[config.mk]
export PLATFORM = sky130hd
export DESIGN_NAME = wb_cmd_master
export DESIGN_NICKNAME = d
export VERILOG_FILES = /design/src/rtl/wb_cmd_master.sv
export SDC_FILE = /design/constraint.sdc
export NUM_CORES = 1
export LEC_CHECK = 0
export ABC_AREA = 0
export ABC_CLOCK_PERIOD_IN_PS = 1500
export CORE_MARGIN = 4
export CORE_UTILIZATION = 30
export CTS_CLUSTER_SIZE = 8
export DETAILED_ROUTE_END_ITERATION = 6
export REMOVE_ABC_BUFFERS = 1
export SYNTH_ARGS = -nofsm -noshare
export SYNTH_HDL_FRONTEND = slang
export SYNTH_SLANG_ARGS = --single-unit
[constraint.sdc]
create_clock -name wb_clk_i -period 1.5 [get_ports wb_clk_i]
set_input_delay 0.3 -clock wb_clk_i [delete_from_list [all_inputs] [get_ports wb_clk_i]]
set_output_delay 0.3 -clock wb_clk_i [all_outputs]
set_load 0.05 [all_outputs]
[src/rtl/wb_cmd_master.sv]
// wb_cmd_master
//   Wishbone classic single-transfer initiator. Turns one command beat on the
//   valid/ready command port into exactly one bus cycle on the wbm_* port set
//   and one beat on the response port.
//
// Ports
//   wb_clk_i, wb_rst_i        clock, synchronous active-high reset
//   cmd_valid_i/cmd_ready_o   command handshake
//   cmd_we_i, cmd_adr_i,
//   cmd_dat_i, cmd_sel_i      command payload (write flag, byte address, data, lanes)
//   rsp_valid_o/rsp_ready_i   response handshake
//   rsp_dat_o, rsp_err_o      read data (0 for writes), watchdog abort flag
//   wbm_cyc_o ... wbm_sel_o   Wishbone master outputs
//   wbm_dat_i, wbm_ack_i      Wishbone slave return path
//
// Build option
//   WB_CMD_MASTER_TIMEOUT_EN  adds a 16-bit wait-state watchdog; a cycle not
//                             acknowledged within TIMEOUT BUS cycles is
//                             aborted and answered with rsp_err_o = 1.
//
// state   | meaning
// --------+---------------------------------------------------------------
// ST_IDLE | ready for a command, bus idle
// ST_BUS  | cyc/stb asserted, waiting for ack (or watchdog expiry)
// ST_RESP | response presented, waiting for rsp_ready_i
module wb_cmd_master #(
  parameter int unsigned TIMEOUT  = 255,
  parameter logic [31:0] ERR_DATA = 32'hDEAD_BEEF
) (
  input  logic        wb_clk_i,
  input  logic        wb_rst_i,
  input  logic        cmd_valid_i,
  output logic        cmd_ready_o,
  input  logic        cmd_we_i,
  input  logic [31:0] cmd_adr_i,
  input  logic [31:0] cmd_dat_i,
  input  logic [3:0]  cmd_sel_i,
  output logic        rsp_valid_o,
  input  logic        rsp_ready_i,
  output logic [31:0] rsp_dat_o,
  output logic        rsp_err_o,
  output logic        wbm_cyc_o,
  output logic        wbm_stb_o,
  output logic        wbm_we_o,
  output logic [31:0] wbm_adr_o,
  output logic [31:0] wbm_dat_o,
  output logic [3:0]  wbm_sel_o,
  input  logic [31:0] wbm_dat_i,
  input  logic        wbm_ack_i
);

  typedef enum logic [1:0] {ST_IDLE, ST_BUS, ST_RESP} state_t;

  state_t      state_q, state_d;
  logic        cmd_ready_q, cmd_ready_d;
  logic        rsp_valid_q, rsp_valid_d;
  logic        rsp_err_q, rsp_err_d;
  logic [31:0] rsp_dat_q, rsp_dat_d;
  logic        cyc_q, cyc_d;
  logic        we_q, we_d;
  logic [31:0] adr_q, adr_d;
  logic [31:0] dat_q, dat_d;
  logic [3:0]  sel_q, sel_d;
  logic        timeout_hit;

`ifdef WB_CMD_MASTER_TIMEOUT_EN
  localparam logic [15:0] TIMEOUT_W = 16'(TIMEOUT);

  logic [15:0] wdog_q, wdog_d;

  // wdog_q counts completed un-acked BUS cycles, so the current cycle is
  // number wdog_q + 1; an ack on that same cycle takes priority.
  assign timeout_hit = (state_q == ST_BUS) && !wbm_ack_i &&
                       ((wdog_q + 16'd1) == TIMEOUT_W);

  always_comb begin
    wdog_d = wdog_q;
    if (state_q == ST_IDLE && cmd_valid_i) begin
      wdog_d = '0;
    end else if (state_q == ST_BUS && !wbm_ack_i) begin
      wdog_d = wdog_q + 16'd1;
    end
  end

  always_ff @(posedge wb_clk_i) begin
    if (wb_rst_i) wdog_q <= '0;
    else          wdog_q <= wdog_d;
  end
`else
  logic [15:0] unused_timeout;
  assign unused_timeout = 16'(TIMEOUT);
  assign timeout_hit    = 1'b0;
`endif

  always_comb begin
    state_d     = state_q;
    cmd_ready_d = cmd_ready_q;
    rsp_valid_d = rsp_valid_q;
    rsp_err_d   = rsp_err_q;
    rsp_dat_d   = rsp_dat_q;
    cyc_d       = cyc_q;
    we_d        = we_q;
    adr_d       = adr_q;
    dat_d       = dat_q;
    sel_d       = sel_q;
    case (state_q)
      ST_IDLE: begin
        if (cmd_valid_i) begin
          state_d     = ST_BUS;
          cmd_ready_d = 1'b0;
          cyc_d       = 1'b1;
          we_d        = cmd_we_i;
          adr_d       = cmd_adr_i;
          dat_d       = cmd_dat_i;
          sel_d       = cmd_sel_i;
        end
      end
      ST_BUS: begin
        if (wbm_ack_i) begin
          state_d     = ST_RESP;
          cyc_d       = 1'b0;
          rsp_valid_d = 1'b1;
          rsp_err_d   = 1'b0;
          rsp_dat_d   = we_q ? 32'h0 : wbm_dat_i;
        end else if (timeout_hit) begin
          state_d     = ST_RESP;
          cyc_d       = 1'b0;
          rsp_valid_d = 1'b1;
          rsp_err_d   = 1'b1;
          rsp_dat_d   = we_q ? 32'h0 : ERR_DATA;
        end
      end
      ST_RESP: begin
        if (rsp_ready_i) begin
          state_d     = ST_IDLE;
          rsp_valid_d = 1'b0;
          cmd_ready_d = 1'b1;
        end
      end
      default: begin
        state_d     = ST_IDLE;
        cmd_ready_d = 1'b1;
        rsp_valid_d = 1'b0;
        cyc_d       = 1'b0;
      end
    endcase
  end

  always_ff @(posedge wb_clk_i) begin
    if (wb_rst_i) begin
      state_q     <= ST_IDLE;
      cmd_ready_q <= 1'b1;
      rsp_valid_q <= 1'b0;
      rsp_err_q   <= 1'b0;
      rsp_dat_q   <= '0;
      cyc_q       <= 1'b0;
      we_q        <= 1'b0;
      adr_q       <= '0;
      dat_q       <= '0;
      sel_q       <= '0;
    end else begin
      state_q     <= state_d;
      cmd_ready_q <= cmd_ready_d;
      rsp_valid_q <= rsp_valid_d;
      rsp_err_q   <= rsp_err_d;
      rsp_dat_q   <= rsp_dat_d;
      cyc_q       <= cyc_d;
      we_q        <= we_d;
      adr_q       <= adr_d;
      dat_q       <= dat_d;
      sel_q       <= sel_d;
    end
  end

  assign cmd_ready_o = cmd_ready_q;
  assign rsp_valid_o = rsp_valid_q;
  assign rsp_err_o   = rsp_err_q;
  assign rsp_dat_o   = rsp_dat_q;
  // Classic single transfers: stb is never deasserted inside a cycle.
  assign wbm_cyc_o   = cyc_q;
  assign wbm_stb_o   = cyc_q;
  assign wbm_we_o    = we_q;
  assign wbm_adr_o   = adr_q;
  assign wbm_dat_o   = dat_q;
  assign wbm_sel_o   = sel_q;

endmodule

==> flow_summary.toml <==
[logic_synthesis]
synth.top_cells.by_count = "172 x nand2b_1, 106 x dfxtp_1, 101 x mux2i_1"
syn_area_mm2 = 0.00485
avgSynthCellArea_um2 = 10.4
yosys.cell_types.count = 20
synth_top_area_share_pct = 43.7
yosysWarnings = 0
synth.area.top_cells = "dfxtp_1 44%, nand2b_1 22%, mux2i_1 21%"
synth_enable_flop_cells = 0
yosysSeqAreaShare_pct = 43.7
syn_inst = 466
synth_most_common_cell = "nand2b_1"
synth_seq_cells = 106
ys.flop_type = "dfxtp_1"
synthArstFlopShare_pct = 0
synth_top_cell_by_area = "dfxtp_1"

[routing]
routedWlPerCell_um = 14.7
via_per_inst = 4.34
vias = 3847
drt-total-wl_mm = 13.0
drtPass1Iterations = 4
ant_nets = 0
drc = 0
drtIter0Drc = 112

[setup_path]
r2r_start = "state_q[1]$_SDFFE_PP0P_"
cp.required_ns = 1.20
crit_top_cell = "buf_12"
cp-start-kind = "flop"
crit_chain = "buf_12 -> buf_12"
r2r-end = "wbm_adr_o[4]$_SDFFE_PP0P_"
crit_type = "reg2out"
cp_max_fo = 34
setup.worst_path.start = "wbm_we_o$_SDFFE_PP0P_"
reg2reg_slack_ns = 0.23
slowest_stage = "dfxtp_1"
crit_arrival_ns = 1.04
crit_path_end = "wbm_we_o"
cp_slowest_stage_delay_ns = 0.35
crit_path_end_kind = "primary output"
reg2reg_depth = 4

[clocking]
clk_latency_ns = 0.34
clock-sinks = 106
numCtsBuffers = 9
cts_tree = "done"
clk_pin_slew_worst_paths_ns = 0.07
clockBufferDepth = 2
postCtsResizedCells = 0
clockRootBuffer = "clkbuf_16"
post_cts_buffers = 0
ctsHoldBuffers = 0
htreeDepth = 3

[pwr]
ir_drop_mv = 0.504
power_w = 0.00833
power_leakage_nw = 3.35
power_density_mw_per_mm2 = 964

[floorplanning]
io_pins = 212
core_region_area_mm2 = 0.0159
num_rows = 46
die_x_um = 135
dieArea_mm2 = 0.0183
dieHeight_um = 135
initial_core_util_pct = 30.5

[finish]
syn_to_final_growth_pct = 78.0
antenna_cells = 0
stdcell_area_mm2 = 0.00864
final_util_pct = 54.4
nets = 772
drive_above_1_share_pct = 21.0
post_layout_nonfiller_instances = 886

[sta]
fmax_mhz = 747
finalSetupViolations = 0
fin_crit_sh_pct = 89.3
slew_violations = 0
fin_setup_tns_ns = 0
fin_crit_ns = 1.34
hold_viol_final = 0
skew_ns = 0.00639
rsz0062_at_grt = "false"

[hold_path]
hp-class = "in2reg"
worstHoldPathCells = 3

[placement]
io_buffer_count = 210
dpl_cell_area_mm2 = 0.00828
gpl.final_weighted_congestion = 0.768
dp_hpwl_mm = 10.1
dp.cells = 871

[grt]
grt_pass1_wl_mm = 20.8
grt_max_degree = 37
grt_overflow_total = 0
antenna_found_initial = 0
grt.total_usage_pct = 14.2
grt_pass1_vias = 4121

[status]
status = "finished clean"

[flow_run]
cap_violations = 0
per-stage QoR:
step / worst slack (ns) / hold WS (ns)
after floorplan: -7.07 / 0.373
after global placement: -0.193 / 0.494
after detailed placement: -0.232 / 0.500
after CTS: 0.129 / 0.413
after global routing: 0.0821 / 0.469
final: 0.161 / 0.431
cell usage in the layout, fill, tap and decap left out:
cell type | Yosys | routed
nor2b_1 | 2 | 2
nor3b_2 | 0 | 1
buf_4 | 3 | 10
o21ai_0 | 2 | 2
nor2_1 | 1 | 1
and3b_2 | 0 | 1
clkbuf_1 | 19 | 1
bufinv_16 | 0 | 4
nand2b_1 | 172 | 172
o21a_1 | 1 | 1
a22o_1 | 2 | 2
conb_1 | 1 | 1
clkbuf_16 | 0 | 9
inv_1 | 1 | 1
clkdlybuf4s50_1 | 0 | 104
or3b_1 | 32 | 32
clkinvlp_4 | 0 | 1
buf_12 | 0 | 115
a22oi_1 | 1 | 1
a211oi_1 | 1 | 1
dfxtp_1 | 106 | 106
nor3b_1 | 2 | 1
mux2i_1 | 101 | 101
power breakdown:
part | leakage [nW] | switching, W | total [W] | internal, W
registers | 0.868 | 0.000205 | 0.00320 | 0.00300
logic | 2.31 | 0.00106 | 0.00232 | 0.00126
clock network | 0.169 | 0.00102 | 0.00281 | 0.00179
total | 3.35 | 0.00228 | 0.00833 | 0.00605
layout make-up:
class                   count  area [µm²]
well taps                 216         270
clock inverters             5         128
fillers                  1375        7250
clock buffers              10         229
inverters                   1        3.75
repair buffers            229        3420
flip-flops and latches    106        2120
multi-input cells         319        2470
worst min-delay path by stage:
stage / slack [ns] / end / from
detailed placement: 0.50 / wbm_adr_o[24]$_SDFFE_PP0P_ / wbm_adr_o[24]$_SDFFE_PP0P_
floorplan: 0.37 / state_q[0]$_SDFFE_PP0P_ / wb_rst_i
global placement: 0.49 / wbm_adr_o[18]$_SDFFE_PP0P_ / wbm_adr_o[18]$_SDFFE_PP0P_
CTS: 0.41 / rsp_dat_o[1]$_SDFFE_PP0P_ / wb_rst_i
global route: 0.47 / rsp_dat_o[7]$_SDFFE_PP0P_ / wb_rst_i
finish: 0.43 / rsp_dat_o[9]$_SDFFE_PP0P_ / wb_rst_i
sequential cells by signal (all words and copies together) (netlist names):
register     cells
state_q          2
rsp_dat_o       32
rsp_valid_o      1
wbm_we_o         1
wbm_sel_o        4
cmd_ready_o      1
wbm_adr_o       32
wbm_cyc_o        1
wbm_dat_o       32
critical path: cells and delay by family, from the launching register on:
kind / cells / cell delay, ns
buf+inv: 2 / 0.34
flops: 1 / 0.35
routing by layer:
layer	track usage [%]	part of all wire (%)	vias up
li1	-	-	1927
met1	16.2	40	1760
met2	23.9	49	128
met3	3.38	6.1	32
met4	8.62	4.3	0
met5	0	0	-
cell families (layout without fill, tap and decap cells):
| kind of cell | Yosys count | in the layout | share of synthesized area [%] |
|---|---|---|---|
| compound gates | 7 | 7 | 1.03 |
| buf+inv | 41 | 245 | 5.54 |
| flops | 106 | 106 | 43.7 |
| mux | 101 | 101 | 20.8 |
| other cells | 1 | 1 | 0.0773 |
| simple gates | 210 | 210 | 28.8 |
Note: power is estimated with default switching activity, not from simulation.
